**config.mk**
```make
export PLATFORM = sky130hd
export DESIGN_NAME = mac_result_fifo
export DESIGN_NICKNAME = d
export VERILOG_FILES = /design/src/rtl/mac_result_fifo.sv
export SDC_FILE = /design/constraint.sdc
export NUM_CORES = 1
export LEC_CHECK = 0
export BUFFER_PORTS_ARGS = -buffer_cell sky130_fd_sc_hd__buf_2
export CAP_MARGIN = 20
export CORE_MARGIN = 5
export CORE_UTILIZATION = 45
export DETAILED_ROUTE_END_ITERATION = 8
export HOLD_SLACK_MARGIN = 0.06
export PLACE_DENSITY = 0.65
export SETUP_SLACK_MARGIN = 0.4
export SLEW_MARGIN = 20
export SYNTH_ARGS = -nofsm -noshare
export SYNTH_HDL_FRONTEND = slang
export SYNTH_SLANG_ARGS = --single-unit
```
**constraint.sdc**
```tcl
create_clock -name clk -period 3.69 [get_ports clk]
set_clock_uncertainty 0.05 [all_clocks]
set_input_delay 0.1845 -clock clk [delete_from_list [all_inputs] [get_ports clk]]
set_output_delay 0.1845 -clock clk [all_outputs]
set_load 0.02 [all_outputs]
```
**src/rtl/mac_result_fifo.sv**
```systemverilog
// Result FIFO behind the multiply-accumulate unit: first-word-fall-through storage,
// valid/ready drain, overflow drops counted in a saturating counter.
module mac_result_fifo #(
    parameter int WIDTH = 32,
    parameter int DEPTH = 4,
    parameter int CNT_W = 8
) (
    input  logic                       clk,
    input  logic                       rst_,
    input  logic                       validi,
    input  logic [WIDTH-1:0]           data_in,
    input  logic                       readyi,
    output logic                       valido,
    output logic [WIDTH-1:0]           data_out,
    output logic                       full,
    output logic                       empty,
    output logic [$clog2(DEPTH):0]     level,
    output logic [CNT_W-1:0]           drop_cnt
);

    localparam int AW = $clog2(DEPTH);
    localparam int LW = AW + 1;

    logic [WIDTH-1:0] mem_r [DEPTH];
    logic [AW-1:0]    wr_ptr_r;
    logic [AW-1:0]    rd_ptr_r;
    logic [LW-1:0]    level_r;
    logic [CNT_W-1:0] drop_cnt_r;
    logic             full_s;
    logic             empty_s;
    logic             pop_s;
    logic             push_s;
    logic             drop_s;

    // Flags and handshake decode, all from registered occupancy
    always_comb begin
        full_s  = (level_r == LW'(DEPTH));
        empty_s = (level_r == {LW{1'b0}});
        pop_s   = !empty_s && readyi;
        // A full FIFO still accepts a word when the head leaves in the same cycle
        push_s  = validi && (!full_s || pop_s);
        drop_s  = validi && full_s && !pop_s;
    end

    // Pointer, occupancy and drop-counter state
    always_ff @(posedge clk) begin
        if (!rst_) begin
            wr_ptr_r   <= {AW{1'b0}};
            rd_ptr_r   <= {AW{1'b0}};
            level_r    <= {LW{1'b0}};
            drop_cnt_r <= {CNT_W{1'b0}};
        end else begin
            if (push_s) begin
                wr_ptr_r <= wr_ptr_r + AW'(1'b1);
            end
            if (pop_s) begin
                rd_ptr_r <= rd_ptr_r + AW'(1'b1);
            end
            case ({push_s, pop_s})
                2'b10:   level_r <= level_r + LW'(1'b1);
                2'b01:   level_r <= level_r - LW'(1'b1);
                default: level_r <= level_r;
            endcase
            if (drop_s && (drop_cnt_r != {CNT_W{1'b1}})) begin
                drop_cnt_r <= drop_cnt_r + CNT_W'(1'b1);
            end
        end
    end

    // Storage write; the array itself is never cleared
    always_ff @(posedge clk) begin
        if (rst_ && push_s) begin
            mem_r[wr_ptr_r] <= data_in;
        end
    end

    // Output presentation; head word forced to zero while empty
    always_comb begin
        valido   = !empty_s;
        full     = full_s;
        empty    = empty_s;
        level    = level_r;
        drop_cnt = drop_cnt_r;
        if (!empty_s) begin
            data_out = mem_r[rd_ptr_r];
        end else begin
            data_out = {WIDTH{1'b0}};
        end
    end

endmodule

```
# After elaboration in Yosys (flattened, before gate mapping)
# Memories as Yosys holds them, arrays and structs flattened. A register that Yosys moved wholly into a read port is not among the register bits.
# Index checks and enable logic that the tools add are counted.
[classes] n_eq_ne=4 n_addsub=5 n_mux=6 n_reduce_logical=12
[op_table] cell="32-bit two-way mux" n=1
[op_table] cell="8-bit by 1-bit adder with 8-bit output, second input constant" n=1
[op_table] cell="8-bit != test, second input constant" n=1
[op_table] cell="1-bit logical AND" n=6
[op_table] cell="3-bit case mux with 2 select lines" n=1
[op_table] cell="2-bit by 1-bit adder with 2-bit output, second input constant" n=2
[op_table] cell="2-bit two-way mux" n=2
[op_table] cell="3-bit by 1-bit adder with 3-bit output, second input constant" n=1
[op_table] cell="3-bit equality test, second input constant" n=1
[op_table] cell="1-bit zero test" n=3
[op_table] cell="3-bit zero test" n=1
[op_table] cell="3-bit by 1-bit subtractor with 3-bit output, second input constant" n=1
[op_table] cell="2-bit by 1-bit equality test with 1-bit output, second input constant" n=1
[op_table] cell="2-bit equality test, second input constant" n=1
[op_table] cell="1-bit two-way mux" n=2
[op_table] cell="2-bit nonzero test" n=1
[op_table] cell="1-bit logical OR" n=1
[word_totals] wordCells=32 memories=1 out_inout_bits=46 ff_bits=15 ramBits=128 inputBits=36
[memory_table] memory="mem_r" depth=4 width=32 read_ports=1 rd_ports_with_merged_regs=1 write_ports=1 line="24" rtl="logic [WIDTH-1:0] mem_r [DEPTH];"

# Logic depth before layout (Yosys ltp)
[depth] word_depth=8 mapped_depth=9 mapped_depth_nobuf=6

# Worst setup path before layout
# OpenSTA, ideal clock, no wires.
[synth_path] kind="register to register" from="reg level_r[0] (netlist: level[0])" to="mem mem_r[0][0] (enable)" synth_period_minus_slack_ps=2851 path_stages_with_launch=6 path_buffers=2 setup_time_ps=421 arrival_ps=2380 required_ps=3219 path_slack_ps=839 cell_sequence="dfxtp_1 > buf_4 > or4b_4 > buf_6 > nand3_1 > nor2_1"
[synth_between] elab_chain_cells=8 word_cells_on_any_way=10 classes_between="eq/ne (1); mux (2); reduce/logical (7)"
[synth_lines] item="start: declaration" line="27" rtl="logic [LW-1:0] level_r;"
[synth_lines] item="start signal: assignment" line="50" rtl="level_r <= {LW{1'b0}};"
[synth_lines] item="start signal: assignment" line="60" rtl="2'b10: level_r <= level_r + LW'(1'b1);"
[synth_lines] item="start signal: assignment" line="61" rtl="2'b01: level_r <= level_r - LW'(1'b1);"
[synth_lines] item="3-bit zero test" line="38" rtl="empty_s = (level_r == {LW{1'b0}});"
[synth_lines] item="1-bit zero test"
[synth_lines] item="1-bit logical AND" line="39" rtl="pop_s = !empty_s && readyi;"
[synth_lines] item="1-bit logical OR (*)" line="41" rtl="push_s = validi && (!full_s || pop_s);"
[synth_lines] item="1-bit logical AND (*)" line="41"
[synth_lines] item="1-bit logical AND (*)" line="72" rtl="if (rst_ && push_s) begin"
[synth_lines] item="1-bit two-way mux (*)" line="72"
[synth_lines] item="1-bit two-way mux (implied by the code) (*)" line="73" rtl="mem_r[wr_ptr_r] <= data_in;"
[synth_lines] item="end: declaration" line="24"
# Mark *: on every way between the ends. The rest lies on a longest branch, timed or not.

==> run_results.csv <==
group,metric,value,unit
run_status,status,"finished, final reports clean",
floorplanning,die_w,124,um
finish,fin_util,59.4,%
global_route,grt_pass1_wl,18.3,mm
flow_run,drv_cap,0,
yosys,synth_fp_nets,372,
clock_network,cts_tree,"built",
place,dp_slack,1.38,ns
setup_path,crit_required,3.46,ns
finish,layout.nets,492,
timing,drv_slew,0,
routing,first_iter_violations,206,
floorplanning,initial_utilization,46.2,%
finish,final_cell_mix,"edfxtp_1 (128), buf_2 (81), and2_1 (34), dlygate4sd3_1 (33), mux4_2 (32)",
yosys,netlist.area_leader.share,65.4,%
routing,ant_nets,0,
routing,viasPerCell,5.06,
routing,vias,3215,
yosys,synthArstFlopShare,0,%
clock_network,cts-root-buf,"clkbuf_16",
timing,fin_ws,1.02,ns
clock_network,clock_latency,0.42,ns
timing,finalHoldViolCount,0,
place,gp_congestion,0.748,
yosys,ys_ff_latch,145,
setup_path,critical_path_class,"reg -> out",
timing,rsz0062_at_grt,"no",
setup_path,start_kind,"flop",
finish,n_antenna_cell,0,
place,portBuffers,81,
timing,final.setup.tns,0,ns
clock_network,clk_pin_slew,0.06,ns
routing,drcViolationCount,0,
global_route,grt_busiest_layer,"met2",
yosys,synthTopCellsByArea,"edfxtp_1 (65%), mux4_2 (12%), dfxtp_1 (5.8%)",
clock_network,cts_buffer_depth,2,
setup_path,arrival,2.43,ns
yosys,synth_ff_type,"edfxtp_1",
timing,hold_ws,0.147,ns
routing,drtPass1Iterations,4,
setup_path,crit_fanout,18,
clock_network,post_cts_buffers,0,
floorplanning,dieArea,0.0154,mm^2
place,hpwl,6.55,mm
routing,routed_wl,11.3,mm
clock_network,cts_buffers,17,
global_route,grt_util_met2,24.4,%
yosys,ys_seq_area_share,71.2,%
floorplanning,num_rows,41,
global_route,grt_max_degree,35,
finish,final_common_cell,"edfxtp_1",
timing,slew_headroom,41.5,%
yosys,ys_types,43,
global_route,gr-usage-all-layers,15.4,%
yosys,synth_edf_count,128,
timing,fin_crit_sh,72.2,%
timing,period_minus_slack,2.67,ns
yosys,mappedNetlistArea,0.00587,mm^2
finish,drive_gt1_share,35.0,%
yosys,avgSynthCellArea,17.8,um^2
global_route,grt_use_met1,19.7,%
routing,routedWlPerCell,17.8,um
power_and_ir_drop,p_leak,0.00272,uW
clock_network,cts.sinks,145,
timing,setup_viol,0,
global_route,grt_pass1_vias,3386,
finish,final.fill_count,1011,
power_and_ir_drop,max-vdd-ir-drop,0.369,mV
clock_network,htreeDepth,4,
floorplanning,coreArea,0.0127,mm^2
yosys,synth_cells,330,
floorplanning,die_h,124,um
min_path,hold_class,"in -> reg",
yosys,yosys_warnings,0,
yosys,synth_top_cell_by_area,"edfxtp_1",
finish,areaGrowthSynthToFinish,28.6,%
global_route,grt-ovfl-total,0,
floorplanning,io_pins,82,
power_and_ir_drop,power_density,610,mW/mm^2
global_route,antenna_found_initial,1,
global_route,grtUsageMet3,5.49,%
timing,worst_slew_pin_slew,0.877,ns
power_and_ir_drop,power,4600,uW
timing,fmax,375,MHz
setup_path,r2r_setup_slack,1.48,ns
setup_path,endpoint_kind,"output pin",
==> cell families after synthesis <==
kind of cell	synth area share [%]
simple gates	7.95
buf+inv	2.45
compound gates	3.41
mux	13.0
xor+xnor	0.597
fa+ha+maj	1.41
flops	71.2
==> metal layers <==
| layer | share of wire (%) | vias up |
|---|---|---|
| li1 | - | 1525 |
| met1 | 45 | 1591 |
| met2 | 48 | 81 |
| met3 | 4.7 | 16 |
| met4 | 1.5 | 2 |
| met5 | 0.11 | - |
==> critical path, stage by stage, from the launching register on <==
cell and delay [ns]:
dfxtp_2 0.76, buf_4 0.38, mux4_2 0.54, and2_1 0.17
buf_2 0.15
==> path summary, 6_finish.rpt <==
kind,depth (start not counted),endpoint,from
hold reg to reg,2,drop_cnt[1],drop_cnt[1]
setup reg to reg,4,mem_r[0][18],level[0]
hold / removal,3,wr_ptr_r[1],validi
setup / recovery,4,data_out[2],flop
==> timing repair <==
item	in CTS	in global routing
hold buffers	33	0
gates resized for setup	0	0
hold endpoints to repair	131	0
==> area by class of cell <==
type	count	area, um^2	share of cell area (%)
Clock inverter	11	280	3.71
Inverter	12	45.0	0.597
Timing Repair Buffer	121	788	10.4
Clock buffer	21	460	6.10
Sequential cell	145	4190	55.4
Multi-Input combinational cell	153	1580	20.9
Tap cell	172	215	2.85
==> through the flow <==
step	std cells	cell area [um^2]
after floorplan	330	5870
after global placement	570	6480
after detailed placement	570	6480
after CTS	635	7550
after global routing	635	7550
final	635	7550
==> Yosys cell counts, types with 2 or more instances <==
cell type and number:
buf_2 4, inv_1 12, edfxtp_1 128, mux4_2 32
clkbuf_1 11, o21ai_0 4, nor2b_1 2, dfxtp_1 17
and2_1 34, nand2b_1 2, buf_6 2, a21oi_1 4
a21boi_0 2, mux2i_1 4, xor2_1 3, or3_1 2
nand3_1 7, nor2_1 11, buf_1 2, a311oi_1 4
a31oi_1 5, nand2_1 10, and3_1 4, ha_1 5
==> power breakdown <==
part | internal (uW) | switching, uW | total [uW]
sequential | 1840 | 54.9 | 1890
clock | 1510 | 622 | 2130
combinational | 265 | 317 | 582
==> sequential cells by signal, indices dropped and copies added, names as in the netlist, named ones only <==
register  cells
level         3
mem_r       128
drop_cnt      8
wr_ptr_r      2
rd_ptr_r      2
Note: power is estimated with default switching activity, not from simulation.
